===== src/rtl/riscv_dm_pkg.sv =====
// Shared DMI/DTM types for the debug transport path.
// Op encodings, dtmcs layout and the DTM controller states.
package riscv_dm_pkg;

  localparam logic [1:0] WR_OP_NOP = 2'd0;
  localparam logic [1:0] WR_OP_RD  = 2'd1;
  localparam logic [1:0] WR_OP_WR  = 2'd2;

  localparam logic [1:0] RD_OP_SUCCESS = 2'd0;
  localparam logic [1:0] RD_OP_FAILED  = 2'd2;
  localparam logic [1:0] RD_OP_BUSY    = 2'd3;

  localparam logic [3:0] DTM_VERSION = 4'd1;

  typedef struct packed {
    logic [13:0] zero1;
    logic        dtmhardreset;
    logic        dmireset;
    logic        zero0;
    logic [2:0]  idle;
    logic [1:0]  dmistat;
    logic [5:0]  abits;
    logic [3:0]  version;
  } dtmcs_t;

  typedef enum logic [1:0] {
    IDLE,
    REQ,
    WAIT_RSP,
    DRAIN
  } dtm_state_e;

  // Width of a {addr,data,op} DMI word.
  function automatic int dmi_width(input int aw,
                                   input int dw);
    return aw + dw + 2;
  endfunction

endpackage


===== src/rtl/riscv_dmi_fifo.sv =====
// Synchronous request FIFO for queued DMI updates.
// Push is ignored when full, pop when empty; flush clears it.
module riscv_dmi_fifo
  import riscv_dm_pkg::*;
#(
  parameter int WIDTH = 43,
  parameter int DEPTH = 2
) (
  input  logic             clk_i,
  input  logic             rstn_i,
  input  logic             flush_i,
  input  logic             push_i,
  input  logic [WIDTH-1:0] data_i,
  input  logic             pop_i,
  output logic [WIDTH-1:0] data_o,
  output logic             full_o,
  output logic             empty_o
);

  localparam int PW = (DEPTH > 1) ? $clog2(DEPTH) : 1;
  localparam int CW = $clog2(DEPTH + 1);
  localparam logic [PW-1:0] LAST = PW'(DEPTH - 1);

  logic [WIDTH-1:0] mem_q [DEPTH];
  logic [WIDTH-1:0] mem_d [DEPTH];
  logic [PW-1:0]    wptr_q, wptr_d;
  logic [PW-1:0]    rptr_q, rptr_d;
  logic [CW-1:0]    cnt_q, cnt_d;
  logic             do_push, do_pop;

  assign full_o  = (cnt_q == CW'(DEPTH));
  assign empty_o = (cnt_q == '0);
  assign data_o  = mem_q[rptr_q];
  assign do_push = push_i && !full_o;
  assign do_pop  = pop_i && !empty_o;

  always_comb begin
    mem_d  = mem_q;
    wptr_d = wptr_q;
    rptr_d = rptr_q;
    cnt_d  = cnt_q + CW'(do_push) - CW'(do_pop);
    if (do_push) begin
      mem_d[wptr_q] = data_i;
      wptr_d = (wptr_q == LAST) ? '0 : wptr_q + 1'b1;
    end
    if (do_pop) begin
      rptr_d = (rptr_q == LAST) ? '0 : rptr_q + 1'b1;
    end
    if (flush_i) begin
      wptr_d = '0;
      rptr_d = '0;
      cnt_d  = '0;
    end
  end

  always_ff @(posedge clk_i) begin
    if (!rstn_i) begin
      for (int i = 0; i < DEPTH; i++) mem_q[i] <= '0;
      wptr_q <= '0;
      rptr_q <= '0;
      cnt_q  <= '0;
    end else begin
      mem_q  <= mem_d;
      wptr_q <= wptr_d;
      rptr_q <= rptr_d;
      cnt_q  <= cnt_d;
    end
  end

endmodule


===== src/rtl/riscv_dtm_dmi_ctrl.sv =====
// DTM-side DMI transaction controller: queues scan updates,
// issues them to the DM and tracks sticky dmistat.
module riscv_dtm_dmi_ctrl
  import riscv_dm_pkg::*;
#(
  parameter int ADDR_WIDTH  = 9,
  parameter int DATA_WIDTH  = 32,
  parameter int DEPTH       = 2,
  parameter int IDLE_CYCLES = 2
) (
  input  logic                             clk_i,
  input  logic                             rstn_i,
  input  logic                             upd_valid_i,
  input  logic [ADDR_WIDTH+DATA_WIDTH+1:0] upd_dmi_i,
  input  logic                             cap_i,
  output logic [ADDR_WIDTH+DATA_WIDTH+1:0] cap_dmi_o,
  input  logic                             dmireset_i,
  input  logic                             dtmhardreset_i,
  output logic [31:0]                      dtmcs_o,
  output logic                             req_valid_o,
  input  logic                             req_ready_i,
  output logic [ADDR_WIDTH-1:0]            req_addr_o,
  output logic [DATA_WIDTH-1:0]            req_data_o,
  output logic [1:0]                       req_op_o,
  input  logic                             rsp_valid_i,
  input  logic [DATA_WIDTH-1:0]            rsp_data_i,
  input  logic                             rsp_err_i
);

  localparam int W = dmi_width(ADDR_WIDTH, DATA_WIDTH);

  dtm_state_e            state_q, state_d;
  logic [1:0]            dmistat_q, dmistat_d;
  logic [ADDR_WIDTH-1:0] last_addr_q, last_addr_d;
  logic [DATA_WIDTH-1:0] last_data_q, last_data_d;
  logic [W-1:0]          cap_q, cap_d;
  logic [1:0]            cur_op_q, cur_op_d;

  logic [ADDR_WIDTH-1:0] upd_addr, h_addr;
  logic [DATA_WIDTH-1:0] upd_data, h_data;
  logic [1:0]            upd_op, h_op;
  logic [W-1:0]          head;
  logic                  full, empty;
  logic                  push, pop;
  logic                  upd_cmd, busy_upd, busy_cap, fail;
  logic                  pending;
  logic [1:0]            stat_eff, cap_status;
  dtmcs_t                dtmcs;

  assign {upd_addr, upd_data, upd_op} = upd_dmi_i;
  assign {h_addr, h_data, h_op} = head;

  riscv_dmi_fifo #(
    .WIDTH (W),
    .DEPTH (DEPTH)
  ) u_fifo (
    .clk_i   (clk_i),
    .rstn_i  (rstn_i),
    .flush_i (dtmhardreset_i),
    .push_i  (push),
    .data_i  (upd_dmi_i),
    .pop_i   (pop),
    .data_o  (head),
    .full_o  (full),
    .empty_o (empty)
  );

  always_comb begin
    state_d     = state_q;
    last_addr_d = last_addr_q;
    last_data_d = last_data_q;
    cur_op_d    = cur_op_q;
    pop         = 1'b0;
    fail        = 1'b0;

    // dmireset lands before this cycle's update and capture
    stat_eff = dmireset_i ? RD_OP_SUCCESS : dmistat_q;
    upd_cmd  = upd_valid_i && !dtmhardreset_i &&
               (stat_eff == RD_OP_SUCCESS) &&
               (upd_op == WR_OP_RD || upd_op == WR_OP_WR);
    push     = upd_cmd && !full;
    busy_upd = upd_cmd && full;
    pending  = !empty || (state_q != IDLE);

    if (stat_eff != RD_OP_SUCCESS) cap_status = stat_eff;
    else if (pending)              cap_status = RD_OP_BUSY;
    else                           cap_status = RD_OP_SUCCESS;
    busy_cap = cap_i && (stat_eff == RD_OP_SUCCESS) && pending;

    if (push) last_addr_d = upd_addr;

    unique case (state_q)
      IDLE: begin
        if (!empty && !dtmhardreset_i) state_d = REQ;
      end
      REQ: begin
        if (dtmhardreset_i) begin
          state_d = IDLE;
        end else if (req_ready_i) begin
          pop      = 1'b1;
          cur_op_d = h_op;
          state_d  = WAIT_RSP;
        end
      end
      WAIT_RSP: begin
        if (dtmhardreset_i) begin
          state_d = DRAIN;
        end else if (rsp_valid_i) begin
          if (cur_op_q == WR_OP_RD) last_data_d = rsp_data_i;
          fail    = rsp_err_i && (stat_eff == RD_OP_SUCCESS);
          state_d = empty ? IDLE : REQ;
        end
      end
      DRAIN: begin
        if (rsp_valid_i) state_d = IDLE;
      end
      default: state_d = IDLE;
    endcase

    dmistat_d = stat_eff;
    if (busy_upd || busy_cap) dmistat_d = RD_OP_BUSY;
    if (fail)                 dmistat_d = RD_OP_FAILED;
    if (dtmhardreset_i)       dmistat_d = RD_OP_SUCCESS;

    cap_d = cap_q;
    if (cap_i) cap_d = {last_addr_q, last_data_q, cap_status};
  end

  always_ff @(posedge clk_i) begin
    if (!rstn_i) begin
      state_q     <= IDLE;
      dmistat_q   <= '0;
      last_addr_q <= '0;
      last_data_q <= '0;
      cap_q       <= '0;
      cur_op_q    <= '0;
    end else begin
      state_q     <= state_d;
      dmistat_q   <= dmistat_d;
      last_addr_q <= last_addr_d;
      last_data_q <= last_data_d;
      cap_q       <= cap_d;
      cur_op_q    <= cur_op_d;
    end
  end

  always_comb begin
    dtmcs         = '0;
    dtmcs.version = DTM_VERSION;
    dtmcs.abits   = 6'(ADDR_WIDTH);
    dtmcs.dmistat = dmistat_q;
    dtmcs.idle    = 3'(IDLE_CYCLES);
  end

  assign dtmcs_o     = dtmcs;
  assign cap_dmi_o   = cap_q;
  assign req_valid_o = (state_q == REQ);
  assign req_addr_o  = h_addr;
  assign req_data_o  = h_data;
  assign req_op_o    = h_op;

endmodule


===== config.mk =====
export PLATFORM = sky130hd
export DESIGN_NAME = riscv_dtm_dmi_ctrl
export DESIGN_NICKNAME = d
export VERILOG_FILES = /design/src/rtl/riscv_dm_pkg.sv /design/src/rtl/riscv_dmi_fifo.sv /design/src/rtl/riscv_dtm_dmi_ctrl.sv
export SDC_FILE = /design/constraint.sdc
export NUM_CORES = 1
export LEC_CHECK = 0
export CORE_UTILIZATION = 44
export CTS_CLUSTER_DIAMETER = 200
export DETAILED_ROUTE_END_ITERATION = 7
export PLACE_DENSITY_LB_ADDON = 0.2
export SLEW_MARGIN = 20
export SYNTH_ARGS = -nofsm -noshare
export SYNTH_HDL_FRONTEND = slang
export SYNTH_SLANG_ARGS = --single-unit

===== constraint.sdc =====
create_clock -name clk_i -period 2 [get_ports clk_i]
set_input_delay 0.6 -clock clk_i [delete_from_list [all_inputs] [get_ports clk_i]]
set_output_delay 0.6 -clock clk_i [all_outputs]
set_load 0.02 [all_outputs]

* Word level (Yosys, flattened, before mapping)
Cells that the tools add are included.
** Word-level totals
- Register bits :: 180
- Word-level logic and storage cells :: 89
- Bits of input ports :: 84
** Operators by class
- Add/sub/neg operators :: 4
- Bitwise gates (word level) :: 4
- Magnitude comparators :: 3
- Mux-type cells :: 27
- Equality and inequality tests :: 11
- Reduce and logical (&&, ||, !) cells :: 28
** Operators by type and width (count)
- $mux 43 :: 4
- $bwmux 86 :: 1
- $demux 43 s1 :: 1
- $mux 2 :: 11
- $logic_and 1x1->1 :: 12
- $mux 1 :: 9
- $eq 2x2->1 const B :: 4
- $pmux 2 s4 :: 1
- $reduce_and 4->1 :: 2
- $eq 2x1->1 const B :: 3
- $logic_not 2->1 :: 3
- $ge 2x2->1 const B :: 2
- $ne 2x2->1 const B :: 2
- $not 1->2 :: 2
- $reduce_bool 2->1 :: 2
- $logic_not 1->1 :: 3
- $logic_or 1x1->1 :: 3
- $ne 3x2->1 const B :: 1
- $ne 3x3->1 const B :: 1
- $reduce_and 3->1 :: 1
- $reduce_or 3->1 :: 1
- $add 1x1->1 const B :: 2
- $add 2x1->2 :: 1
- $lt 2x1->1 const B :: 1
- other kinds (3) :: 4

* Longest topological paths before layout
- Word-level depth :: 8
- Gate-level depth with buffers :: 8

* By module
From an unflattened synthesis, not the netlist that was laid out.
** Second synthesis, totals
- Cell total of the unflattened synthesis :: 799
- Area, all modules :: 7793.7 um^2
** Modules (own cells, without submodules)
- riscv_dmi_fifo :: area each 3921.3 um^2, times used 1, cells each 399
- riscv_dtm_dmi_ctrl :: area each 3872.5 um^2, times used 1, cells each 400

* Least setup slack after synthesis
Ideal clock, no wire load.
- Path type :: in2reg
- Start point :: input dtmhardreset_i
- End point :: register u_fifo.cnt_q[1]
- Setup time :: 117 ps
- Arrival :: 1888 ps
- Cell stages on the path :: 8
- Path slack :: -5 ps
- Required time :: 1883 ps
- Cells stage by stage :: and4bb_2 > nor2b_1 > ha_1 > inv_1 > ha_1 > xor2_1 > xnor2_1 > nor2_1
** RTL lines
- start, declared :: RTL line riscv_dtm_dmi_ctrl.sv:18 : input logic dtmhardreset_i,
- $mux 1 :: RTL line riscv_dtm_dmi_ctrl.sv:97 : if (dtmhardreset_i) begin
- $mux 1 :: RTL line riscv_dtm_dmi_ctrl.sv:92 : unique case (state_q)
- $logic_and 1x1->1 :: RTL line riscv_dmi_fifo.sv:35 : assign do_pop = pop_i && !empty_o;
- via u_fifo.do_pop :: RTL line riscv_dmi_fifo.sv:29 : logic do_push, do_pop;
- $sub 2x1->2 :: RTL line riscv_dmi_fifo.sv:41 : cnt_d = cnt_q + CW'(do_push) - CW'(do_pop);
- end signal, assigned :: RTL line riscv_dmi_fifo.sv:66 : cnt_q <= cnt_d;
- end, declared :: RTL line riscv_dmi_fifo.sv:28 : logic [CW-1:0] cnt_q, cnt_d;
The timed path passes the listed nets, and every way through them passes these cells.
A chain may end at the register's enable or synchronous reset.

* Worst setup path after layout
- Start point :: register u_fifo.rptr_q
- End point :: output req_addr_o[4]
** Between the ends
- Longest elaborated chain between the ends :: 4
** RTL lines
- start, declared :: RTL line riscv_dmi_fifo.sv:27 : logic [PW-1:0] rptr_q, rptr_d;
- start signal, assigned :: RTL line riscv_dmi_fifo.sv:65 : rptr_q <= rptr_d;
- $not 1->2 (implied by the code) :: RTL line riscv_dmi_fifo.sv:33 : assign data_o = mem_q[rptr_q];
- $mux 43 (implied by the code) (3 in a row) :: RTL line riscv_dmi_fifo.sv:33
- end, declared :: RTL line riscv_dtm_dmi_ctrl.sv:22 : output logic [ADDR_WIDTH-1:0] req_addr_o,
Every way passes these cells. The select of a mux whose other input is x is not followed.

==> results.md <==
- Detailed-route wire length: roughly 17000 um
- GR Util All Layers: 0.189
- Reg power frac: 0.458
- Synth Cell Area: around 0.0077 mm2
- Die area: 0.0179 mm2
- Worst Reg-to-Reg Cells: 8
- Worst Hold End: last_data_q[8]
- Routed len/inst: around 14 um
- Post-route cell area: ~0.011 mm2
- Synth unique cells: between 40 and 50
- Sw frac: 0.228
- Final Hold Vio Count: 0
- Slew Limit Fails: 0
- Cells after DPL: between 1000 and 1500
- Yosys warns: 0
- Fin crit share: 1.09
- Antenna violations before repair: 0
- Largest net degree at the start of global routing: 69
- Leak pwr: approximately 5.0 nW
- Average cell area after synthesis: around 9.8 um2
- Largest cells by area after synthesis: dfxtp_1 47%, mux2i_1 17%, nand2_1 9.5%
- FF-to-FF End: u_fifo.cnt_q[1]
- RSZ-0062 raised after global routing: yes
- Via count: between 5000 and 6000
- Post-synth top flop: dfxtp_1
- Area fraction of the dominant cell type after synthesis: 0.471
- TritonCTS Sinks: 180
- IR drop worst, VDD: a little under 0.0006 V
- Post-route ant nets: 0
- Die X: between 100 and 150 um
- Clock transition at path regs: roughly 60 ps
- Register area share after synthesis: 0.471
- Post-DP Area: slightly below 0.01 mm2
- Layout Area Growth over Synthesis: 40.6%
- Hpwl dp: 10900 um
- Pint: just over 0.006 W
- Final worst-path setup slack: -171 ps
- Place WS: -437 ps
- Maximum buffer depth of the clock tree: 2
- Post-route clock skew: around 6.5 ps
- CP max FO: 7
- # H-tree levels: 4
- Hold Path Origin: last_data_q[8]
- Worst EP arrival: between 1500 and 2000 ps
- DIE HEIGHT: approximately 130 um
- Clk network pwr share: 0.446
- Core ar.: 0.0168 mm2
- CTS tree: done
- First-pass GRT wire length: between 20000 and 30000 um
- # hold bufs at CTS: 0
- Most frequent cells in the layout: 194 x nand2_1, 179 x dfxtp_1, 129 x mux2i_1
- Root buf cell: clkbuf_16
- CP Class: flop to primary output
- PwrDens: between 700 and 800 mW/mm2
- Dominant cell type by area after synthesis: dfxtp_1
- CP required: 1400 ps
- Min-Delay Path Depth: 2
- Commonest non-fill, non-tap cell in the layout: nand2_1
- Vias in the first global route: about 5400
- I/O Buffers: about 170
- Post-synthesis register bit count: 180
- DR DRC count: 0
- RR Startpoint: state_q[1]
- Asr flop ratio synth: 0
- Final Non-Filler Cells: 1199
- Drt pass-1 iters: 4
- Critical Path End Type: primary output
- Worst-Skew Late Latency: ~420 ps
- CTS Buf Count: 17
- Hold Crit Class: flop to flop
- Starting density of the core: 0.457
- GRT overflow: 0
- Shortest period the worst path allows: 2170 ps
- Antenna cells: 0
- Max-capacitance violation count: 0
- Boundary Pins: 203
- Vias per Instance: between 4 and 5
- GP Congestion: approximately 0.77
- CP Launch Type: flop
- Post-Syn Instances: just under 800
- Num rows: between 40 and 50
- Power Total: approximately 0.008 W
- Layout cells sized above 1: 0.187
- Initial DRC Count: approximately 290
- Net Sw Power: between 0.0015 and 0.002 W
- F_max: between 400 and 500 MHz
- Combinational power share: 0.097
- Failing checks: setup timing
- Final number of setup-violating endpoints: between 40 and 50
- Number of enable flip-flop cells after synthesis: 0
- Reg2Reg Setup Slack: around 270 ps
- Status: finished with violations
- Layout Nets: 1053
==> stage by stage <==
step                utilization  hold WS, ps  setup TNS, ps
finish                    0.642          453          -5320
global route              0.642          467          -7360
CTS                       0.611          456          -6100
detailed placement        0.575          446         -34470
global placement          0.575          441         -31510
floorplan                     -          432              0
==> worst max-delay path, stage by stage, from the launching register on <==
cell	delay, ps
dfxtp_4	420
buf_12	150
buf_12	140
mux2_4	310
buf_6	140
==> how the worst max path moves through the flow <==
| stage | depth (start not counted) | from | endpoint | slack, ps |
|---|---|---|---|---|
| 4_1_cts | 3 | u_fifo.rptr_q | req_op_o[1] | -220 |
| 2_1_floorplan | 8 | dtmhardreset_i | u_fifo.cnt_q[1] | 40 |
| 3_3_place_gp | 9 | dtmhardreset_i | u_fifo.cnt_q[1] | -440 |
| 6_report | 4 | u_fifo.rptr_q | req_addr_o[4] | -170 |
| 3_5_place_dp | 9 | dtmhardreset_i | u_fifo.cnt_q[1] | -440 |
| 5_1_grt | 4 | u_fifo.rptr_q | req_addr_o[4] | -220 |
==> final cells by class <==
type	count	area, um2
repair buffers	224	2430
fillers	1417	6000
clock inverters	13	196
multi-input cells	538	3790
inverters	6	22.5
clock buffers	18	439
flip-flops and latches	180	3610
well taps	220	275
==> power groups by stage <==
stage	Combinational, W	Clock [W]	Sequential [W]
2_1_floorplan	0.000449	0	0.00375
3_3_place_gp	0.000744	0	0.00375
3_5_place_dp	0.000742	0	0.00375
4_1_cts	0.000723	0.00366	0.00367
5_1_grt	0.000830	0.00380	0.00367
6_report	0.000776	0.00358	0.00367
==> routing by layer <==
layer	part of all wire	track usage	vias up	wire, um
li1	-	-	2904	-
met1	0.47	0.249	2638	8030
met2	0.46	0.298	142	7910
met3	0.059	0.0518	16	1020
met4	0.013	0.0600	0	221
met5	0	0	-	0
==> timing repair <==
item	4_1_cts	5_1_grt
resized for setup	209	145
setup buffers	5	8
pin swaps	0	4
setup endpoints to repair	59	72
gates cloned	2	1
==> cell families after synthesis <==
family	after synthesis	synth area share
xor+xnor	5	0.00572
compound gates	60	0.0552
mux	173	0.233
flops	180	0.471
buf+inv	88	0.0713
fa+ha+maj	2	0.00327
other cells	2	0.000981
simple gates	268	0.160
==> cells in the mapped netlist, drive strengths merged, types with 2 or more instances <==
cell type / n
nand2: 195
dfxtp: 180
mux2i: 129
buf: 52
nor2b: 45
mux2: 44
a21boi: 34
clkbuf: 30
o21ai: 16
nand3: 9
inv: 6
nor2: 6
nand2b: 5
xnor2: 4
and3b: 2
and4bb: 2
conb: 2
ha: 2
==> sequential cells by signal, summed over array words and instances, names as in the netlist <==
signal,cells
last_addr_q,9
u_fifo.wptr_q,1
u_fifo.rptr_q,1
cur_op_q,2
dmistat_q,2
u_fifo.cnt_q,2
cap_dmi_o,43
last_data_q,32
state_q,2
u_fifo.mem_q,86
Power figures use the tool's default switching activity.
